[src/rtl/simplez_cpu.sv]
// Simplez processor core: 12-bit accumulator machine, 8-opcode ISA, FETCH/EXEC cycle.
// Memory handshake is combinational; the memory samples on the falling clock edge.
module simplez_cpu #(
  parameter logic [8:0] PC_INIT = 9'd0
) (
  input  logic        clk,
  input  logic        rstn,
  output logic [8:0]  mem_addr,
  output logic        mem_wr,
  output logic [11:0] mem_dout,
  input  logic [11:0] mem_din,
  output logic [11:0] acc,
  output logic [8:0]  pc,
  output logic        zero,
  output logic        halted
);

  typedef enum logic [1:0] {
    S_FETCH = 2'd0,
    S_EXEC  = 2'd1,
    S_HALT  = 2'd2
  } state_t;

  localparam logic [2:0] OP_ST   = 3'd0;
  localparam logic [2:0] OP_LD   = 3'd1;
  localparam logic [2:0] OP_ADD  = 3'd2;
  localparam logic [2:0] OP_BR   = 3'd3;
  localparam logic [2:0] OP_BZ   = 3'd4;
  localparam logic [2:0] OP_CLR  = 3'd5;
  localparam logic [2:0] OP_DEC  = 3'd6;
  localparam logic [2:0] OP_HALT = 3'd7;

  state_t      state_r, state_next_s;
  logic [8:0]  pc_r, pc_next_s;
  logic [11:0] acc_r, acc_next_s;
  logic [11:0] ir_r, ir_next_s;
  logic [8:0]  mem_addr_s;
  logic        mem_wr_s;
  logic [2:0]  op_s;
  logic [8:0]  cd_s;
  logic        zero_s;

  assign op_s     = ir_r[11:9];
  assign cd_s     = ir_r[8:0];
  assign zero_s   = (acc_r == 12'd0);
  assign mem_addr = mem_addr_s;
  assign mem_wr   = mem_wr_s;
  assign mem_dout = acc_r;
  assign acc      = acc_r;
  assign pc       = pc_r;
  assign zero     = zero_s;
  assign halted   = (state_r == S_HALT);

  // Architectural state registers
  always_ff @(posedge clk or negedge rstn) begin
    if (!rstn) begin
      state_r <= S_FETCH;
      pc_r    <= PC_INIT;
      acc_r   <= 12'd0;
      ir_r    <= 12'd0;
    end else begin
      state_r <= state_next_s;
      pc_r    <= pc_next_s;
      acc_r   <= acc_next_s;
      ir_r    <= ir_next_s;
    end
  end

  // Sequencing, memory drive and instruction execution
  always_comb begin
    state_next_s = state_r;
    pc_next_s    = pc_r;
    acc_next_s   = acc_r;
    ir_next_s    = ir_r;
    mem_addr_s   = pc_r;
    mem_wr_s     = 1'b0;
    case (state_r)
      S_FETCH: begin
        mem_addr_s   = pc_r;
        ir_next_s    = mem_din;
        pc_next_s    = pc_r + 9'd1;
        state_next_s = S_EXEC;
      end
      S_EXEC: begin
        mem_addr_s   = cd_s;
        state_next_s = S_FETCH;
        case (op_s)
          OP_ST:   mem_wr_s   = 1'b1;
          OP_LD:   acc_next_s = mem_din;
          OP_ADD:  acc_next_s = acc_r + mem_din;
          OP_BR:   pc_next_s  = cd_s;
          // Z reflects acc as left by the previous instruction
          OP_BZ: begin
            if (zero_s) begin
              pc_next_s = cd_s;
            end else begin
              pc_next_s = pc_r;
            end
          end
          OP_CLR:  acc_next_s   = 12'd0;
          OP_DEC:  acc_next_s   = acc_r - 12'd1;
          OP_HALT: state_next_s = S_HALT;
          default: state_next_s = S_FETCH;
        endcase
      end
      S_HALT: begin
        mem_addr_s   = pc_r;
        state_next_s = S_HALT;
      end
      default: begin
        mem_addr_s   = pc_r;
        state_next_s = S_FETCH;
      end
    endcase
  end

endmodule

[config.mk]
export PLATFORM = sky130hd
export DESIGN_NAME = simplez_cpu
export DESIGN_NICKNAME = d
export VERILOG_FILES = /design/src/rtl/simplez_cpu.sv
export SDC_FILE = /design/constraint.sdc
export NUM_CORES = 1
export LEC_CHECK = 0
export CORE_UTILIZATION = 45
export DETAILED_ROUTE_END_ITERATION = 12
export DONT_BUFFER_PORTS = 1
export SLEW_MARGIN = 20
export SYNTH_ARGS = -nofsm -noshare
export SYNTH_HDL_FRONTEND = slang
export SYNTH_SLANG_ARGS = --single-unit
[constraint.sdc]
create_clock -name clk -period 3.5 [get_ports clk]
set_clock_uncertainty 0.2 [all_clocks]
set_input_delay 0.7 -clock clk [delete_from_list [all_inputs] [get_ports clk]]
set_output_delay 0.7 -clock clk [all_outputs]
set_load 0.01 [all_outputs]
==> results of run 1 <==
placed cells by master, fill, tap and decap left out, types with 8 or more instances in the layout:
cell type / instances
a31oi_1: 8
o21ai_0: 16
nand2_1: 31
o22ai_1: 16
dfrtp_1: 35
mux2_2: 20
nand3_1: 8
ha_1: 19
xnor2_1: 10
buf_4: 10
a21oi_1: 17
inv_1: 10
nor2_1: 25
per-layer routing:
metal,vias up,GRT usage,routed length [µm]
met1,1085,0.306,3100
met4,0,0.0564,46
met5,-,0,0
met2,92,0.363,3160
li1,1082,-,-
met3,4,0.0609,538
cell families after synthesis:
logic type	count (synthesis)	synth area share
AND/OR/NAND/NOR	94	0.175
AO/OA/AOI/OAI	82	0.196
multiplexers	21	0.0876
flip-flops	35	0.326
XOR/XNOR	16	0.0522
adder cells (fa/ha/maj)	20	0.0960
buffers and inverters	35	0.0671
state kept, by name, indices dropped and copies added (netlist names):
| name | cells |
|---|---|
| ir_r | 12 |
| pc | 9 |
| acc | 12 |
| state_r | 2 |
synthesized netlist by cell type (all sizes together), types with 2 or more instances:
master	instances
a22oi	5
and2	2
mux2	20
buf	14
o22ai	16
clkbuf	11
a31o	2
a221oi	7
nor4	6
a311oi	2
or3	2
a21o	4
a31oi	8
nor3	4
nor2b	3
ha	19
nor2	25
xnor2	10
nand2	31
inv	10
xor2	6
a21oi	17
and3	7
o21ai	17
dfrtp	35
nand3	8
metrics by stage:
stage / area [µm²] / utilization / total power, mW / hold WS [ns] / std cells
after global placement: 2710 / 0.480 / 2.82 / 0.205 / 360
after detailed placement: 2710 / 0.480 / 2.85 / 0.205 / 360
final: 2840 / 0.503 / 3.24 / 0.0376 / 369
after CTS: 2840 / 0.503 / 3.25 / 0.0382 / 369
after floorplan: 2680 / - / 2.48 / 0.204 / 303
after global routing: 2840 / 0.503 / 3.53 / 0.0389 / 369
worst reg2reg max path, cell delays in order, from the launching register on:
cell	delay, ns
dfrtp_1	0.38
inv_1	0.09
ha_1	0.22
nand2_1	0.10
buf_4	0.18
nand2_1	0.11
fa_1	0.44
a21o_1	0.17
a21o_1	0.24
a311oi_2	0.33
xnor2_1	0.09
a221oi_1	0.25
nor2_1	0.07
report_power, final:
group / switching (mW) / internal, mW
Clock: 0.167 / 0.212
Sequential: 0.379 / 0.614
Combinational: 1.04 / 0.834
Total: 1.58 / 1.66
worst max-delay path by stage:
stage,startpoint,endpoint,slack (ns),cells past startpoint
after floorplan,mem_din[0],acc[11],0.15,15
after global placement,mem_din[0],acc[11],0.04,15
after detailed placement,mem_din[0],acc[11],0.006,15
after CTS,mem_din[0],acc[11],0.32,15
after global routing,mem_din[0],acc[11],0.12,15
final,mem_din[0],acc[11],0.30,15
cell type report:
type / instances / area, µm² / area share
well taps: 72 / 90.1 / 0.0317
inverters: 10 / 37.5 / 0.0132
repair buffers: 11 / 95.1 / 0.0335
clock buffers: 5 / 68.8 / 0.0242
clock inverters: 3 / 43.8 / 0.0154
multi-input cells: 233 / 1630 / 0.573
flip-flops and latches: 35 / 876 / 0.309
what timing repair did:
action / in CTS / in global routing
hold endpoints to repair: 35 / 0
setup buffers: 0 / 0
hold buffers: 1 / 0
==> metrics.txt, run 1 <==
status complete, no violations; synthesized area per cell ~9 µm²; final hold violations 0; Mapped Nets about 340; Bufs and invs on worst path 1; Reg-to-Reg End acc[6]; Setup Viol. Count Final 0; area share of the largest cell type after synthesis 0.326; share of cells above drive strength 1 0.155; Die H roughly 80 µm; Vias/cell 6.13; Setup Crit Path Kind input pin to register; drt initial violations around 120; unique cell type count in the Yosys netlist 44; H-tree levels 2; gpl congestion between 0.9 and 1; number of flops mapped to enable cells by yosys 0; CTS Buf Count 5; final wirelength approximately 6.8 mm; port bufs 0; Root Buffer clkbuf_8; fin crit share 0.915; Final Critical Period between 3 and 4 ns; Die Wd approximately 79 µm; Pleak roughly 1.2 nW; largest stage delay on the critical path approximately 0.42 ns; Peak VDD IR between 0.4 and 0.5 mV; reg2reg start ir_r[9]; setup TNS 0 ns; Ys Warns 0; dpl hpwl around 5.0 mm; global-route wire length before repair around 11 mm; Antenna Cells 0; Top FF cell, synth dfrtp_1; antenna-violating nets left 0; post-synthesis cell area about 2700 µm²; r2r setup slk between 0.5 and 0.6 ns; FP Rows 27; Vias 2,263; Hold Crit Class input pin to asynchronous set/reset pin; pin count of the biggest net entering global routing 36; Cell Pwr Density about 1100 nW/µm²; number of fill cells roughly 560; WP data arrival between 3 and 4 ns; synthesized flop and latch total 35; Layout area overhead 5.78%; CTS clk-pin slew, worst paths 0.08 ns; family with the most delay on the worst path simple AND/OR/NAND/NOR gates; Reg2Reg Depth 12; CP Cell Sequence inv_1 -> ha_1 -> nand2b_4 -> or4_4 -> or2_4 -> nor2_1 -> xnor2_1 -> nand2_1 -> ha_1 -> nand3_1 -> nor2_1 -> o21ai_0 -> a21oi_1 -> xnor2_1 -> o21ai_0; Worst Setup End Kind register; Final Max Tran Viols 0; asr flop ratio synth 1.00; area of the core ~5600 µm²; Worst setup SP type input pin; CTS tree done; Crit path required time about 3.5 ns; DRC Markers 0; # IOs 59; Area contributors post-synth dfrtp_1 (33%), ha_1 (8.9%), mux2_2 (8.4%), nand2_1 (4.3%), o22ai_1 (3.7%); measured slew at the worst slew-check pin 0.592 ns; DR pass1 iterations 6; Final nets 330; pre-CTS setup slack between 0.005 and 0.006 ns; maxcap violations 0; vias in the first global route about 2,100; largest area contributor in the netlist dfrtp_1; Avg WL per Cell between 15 and 20 µm; Clock Sinks 35; total gr overflow 0; initial core utilization 0.476; antenna violations before repair 0; Synth Instances 303; relative slew slack 0.604; worst setup margin approximately 0.30 ns; clock latency reported for the late side of the worst-skew pair 0.29 ns; post-CTS sizing 0; Global Route Usage Sum 0.228; die area around 6300 µm²; Crit-path slowest cell or4_4; register area share after synthesis 0.326; worst-path fanout max 5; RSZ-0062 raised after global routing false; Clock Path Buffers 2; f_max approximately 310 MHz
(Power assumes the default switching activity.)
==> inputs of run 2 (changes only) <==
--- a/config.mk
+++ b/config.mk
@@ -6,6 +6,8 @@
 export NUM_CORES = 1
 export LEC_CHECK = 0
 export CORE_UTILIZATION = 45
+export CTS_BUF_LIST = sky130_fd_sc_hd__clkbuf_4
+export CTS_CLUSTER_SIZE = 28
 export DETAILED_ROUTE_END_ITERATION = 12
 export DONT_BUFFER_PORTS = 1
 export SLEW_MARGIN = 20
==> run 2 against run 1 <==
Register-to-register slack gained 0.02 ns. Global-route usage down 0.073 points. Cell count increased by 0.27%. Sequential cell count is the same. Total power down 2.3%. Utilization is 0.38 points lower. Sequential power barely moved.
==> metrics.txt, run 2 (same netlist as run 1, synthesis figures left out) <==
status complete, no violations; Clock Path Buffers 2 (unchanged); Reg2Reg Depth 12 (unchanged); CTS Buf Count 5 (unchanged); final core occ 0.499 (-0.00377); WP data arrival 3.18 ns (about the same); Peak VDD IR 0.473 mV (-0.20%); vias in the first global route 2,139 (+1.1%); CTS tree done; final hold violations 0 (unchanged); RSZ-0062 raised after global routing false; DR pass1 iterations 4 (-2); Die H 79.2 µm (unchanged); initial core utilization 0.476 (unchanged); Final nets 331 (+0.30%); # IOs 59 (unchanged); fin cells 370 (+0.27%); H-tree levels 2 (unchanged); share of cells above drive strength 1 0.154 (-0.000520); Crit path required time 3.55 ns (+0.08 ns); drt initial violations 158 (+37%); Die Wd 79.2 µm (unchanged); dpl cells 360 (unchanged); Avg WL per Cell 18.4 µm (-0.80%); Cell Pwr Density 1120 nW/µm² (-1.5%); CP Depth 15 (unchanged); Pleak 1.22 nW (-0.71%); Setup Crit Path Kind input pin to register; Setup crit end acc[11]; r2r setup slk 0.54 ns (+0.02 ns); Root Buffer clkbuf_4; antenna-violating nets left 0 (unchanged); relative slew slack 0.623 (+0.0188); CTS clk-pin slew, worst paths 0.13 ns (+0.05 ns); postcts setup bufs 0 (unchanged); f_max 319 MHz (+2.2%); global-route wire length before repair 10.9 mm (-0.32%); Hold WS 0.263 ns (+0.225 ns); Reg-to-Reg End acc[6]; reg2reg start ir_r[9]; most common cell after layout, fill and taps aside dfrtp_1; met3 wire len 457 µm (-15%); Worst Setup SP mem_din[0]; Worst setup SP type input pin; Layout area overhead 4.99%; metal2 WL 3.17 mm (+0.32%); final instance area 2820 µm² (-0.75%); FP Rows 27 (unchanged); Worst Setup End Kind register; family with the most delay on the worst path simple AND/OR/NAND/NOR gates; highest metal used met4; clock latency reported for the late side of the worst-skew pair 0.36 ns (+0.07 ns); worst-path fanout max 5 (unchanged); port bufs 0 (unchanged); Final Critical Period 3.13 ns (-0.0689 ns); Crit-path slowest cell or4_4; Clock Sinks 35 (unchanged); Hold Crit Class input pin to register; antenna violations before repair 0 (unchanged); Setup Viol. Count Final 0 (unchanged); area of the core 5640 µm² (unchanged); dpl hpwl 4.95 mm (unchanged); total gr overflow 0 (unchanged); WL met1 3.11 mm (+0.29%); Final Max Tran Viols 0 (unchanged); final wirelength 6.81 mm (-0.53%); Antenna Cells 0 (unchanged); measured slew at the worst slew-check pin 0.564 ns (-0.0282 ns); commonest non-fill, non-tap cells in the layout dfrtp_1 (35), nand2_1 (31), nor2_1 (25); Global Route Usage Sum 0.227 (-0.000733); Vias 2,269 (+0.27%); area post-placement 2710 µm² (unchanged); gpl congestion 0.953 (unchanged); Vias/cell 6.13 (about the same); Bufs and invs on worst path 1 (unchanged); pin count of the biggest net entering global routing 36 (unchanged); CP Cell Sequence inv_1 -> ha_1 -> nand2b_4 -> or4_4 -> or2_4 -> nor2_1 -> xnor2_1 -> nand2_1 -> ha_1 -> nand3_1 -> nor2_1 -> o21ai_0 -> a21oi_1 -> xnor2_1 -> o21ai_0; maxcap violations 0 (unchanged); fin crit share 0.895 (-0.0197); die area 6280 µm² (unchanged); setup TNS 0 ns (unchanged); DRC Markers 0 (unchanged); largest stage delay on the critical path 0.42 ns (about the same)
run 2: changes by cell type in the layout (fill, tap and decap cells not counted), sizes merged:
cell / change
dlygate4sd3: +1
run 2: power breakdown:
group          leakage, nW  internal (mW)  switching [mW]
sequential           0.407          0.612           0.379
combinational        0.770          0.834            1.03
clock               0.0452          0.150           0.160
run 2: worst min path at each step:
stage	start	to	slack, ns	cells after the start
3_5_place_dp	rstn	acc[1]	0.21	0
6_report	mem_din[9]	ir_r[9]	0.26	2
5_1_grt	mem_din[1]	ir_r[1]	0.26	1
3_3_place_gp	rstn	acc[2]	0.21	0
2_1_floorplan	rstn	acc[0]	0.20	0
4_1_cts	mem_din[9]	ir_r[9]	0.25	2
run 2: layout make-up:
cell class,count,area [µm²]
Timing Repair Buffer,12,105
Inverter,10,37.5
Tap cell,72,90.1
Multi-Input combinational cell,233,1630
Clock buffer,5,37.5
Clock inverter,3,43.8
Fill cell,568,2820
Sequential cell,35,876
run 2: per-layer routing:
metal / GRT usage / vias to the layer above
met5: 0 / -
met4: 0.0727 / 0
met3: 0.0414 / 8
met2: 0.361 / 80
met1: 0.311 / 1096
li1: - / 1085
run 2: through the flow:
stage,setup slack (ns),power (mW)
after floorplan,0.147,2.48
after global placement,0.0402,2.82
after detailed placement,0.00579,2.85
after CTS,0.388,3.18
after global routing,0.193,3.45
final,0.366,3.17
run 2: what timing repair did:
item / 4_1_cts / 5_1_grt
hold endpoints to repair: 35 / 0
hold buffers: 2 / 0
gates resized for setup: 0 / 0
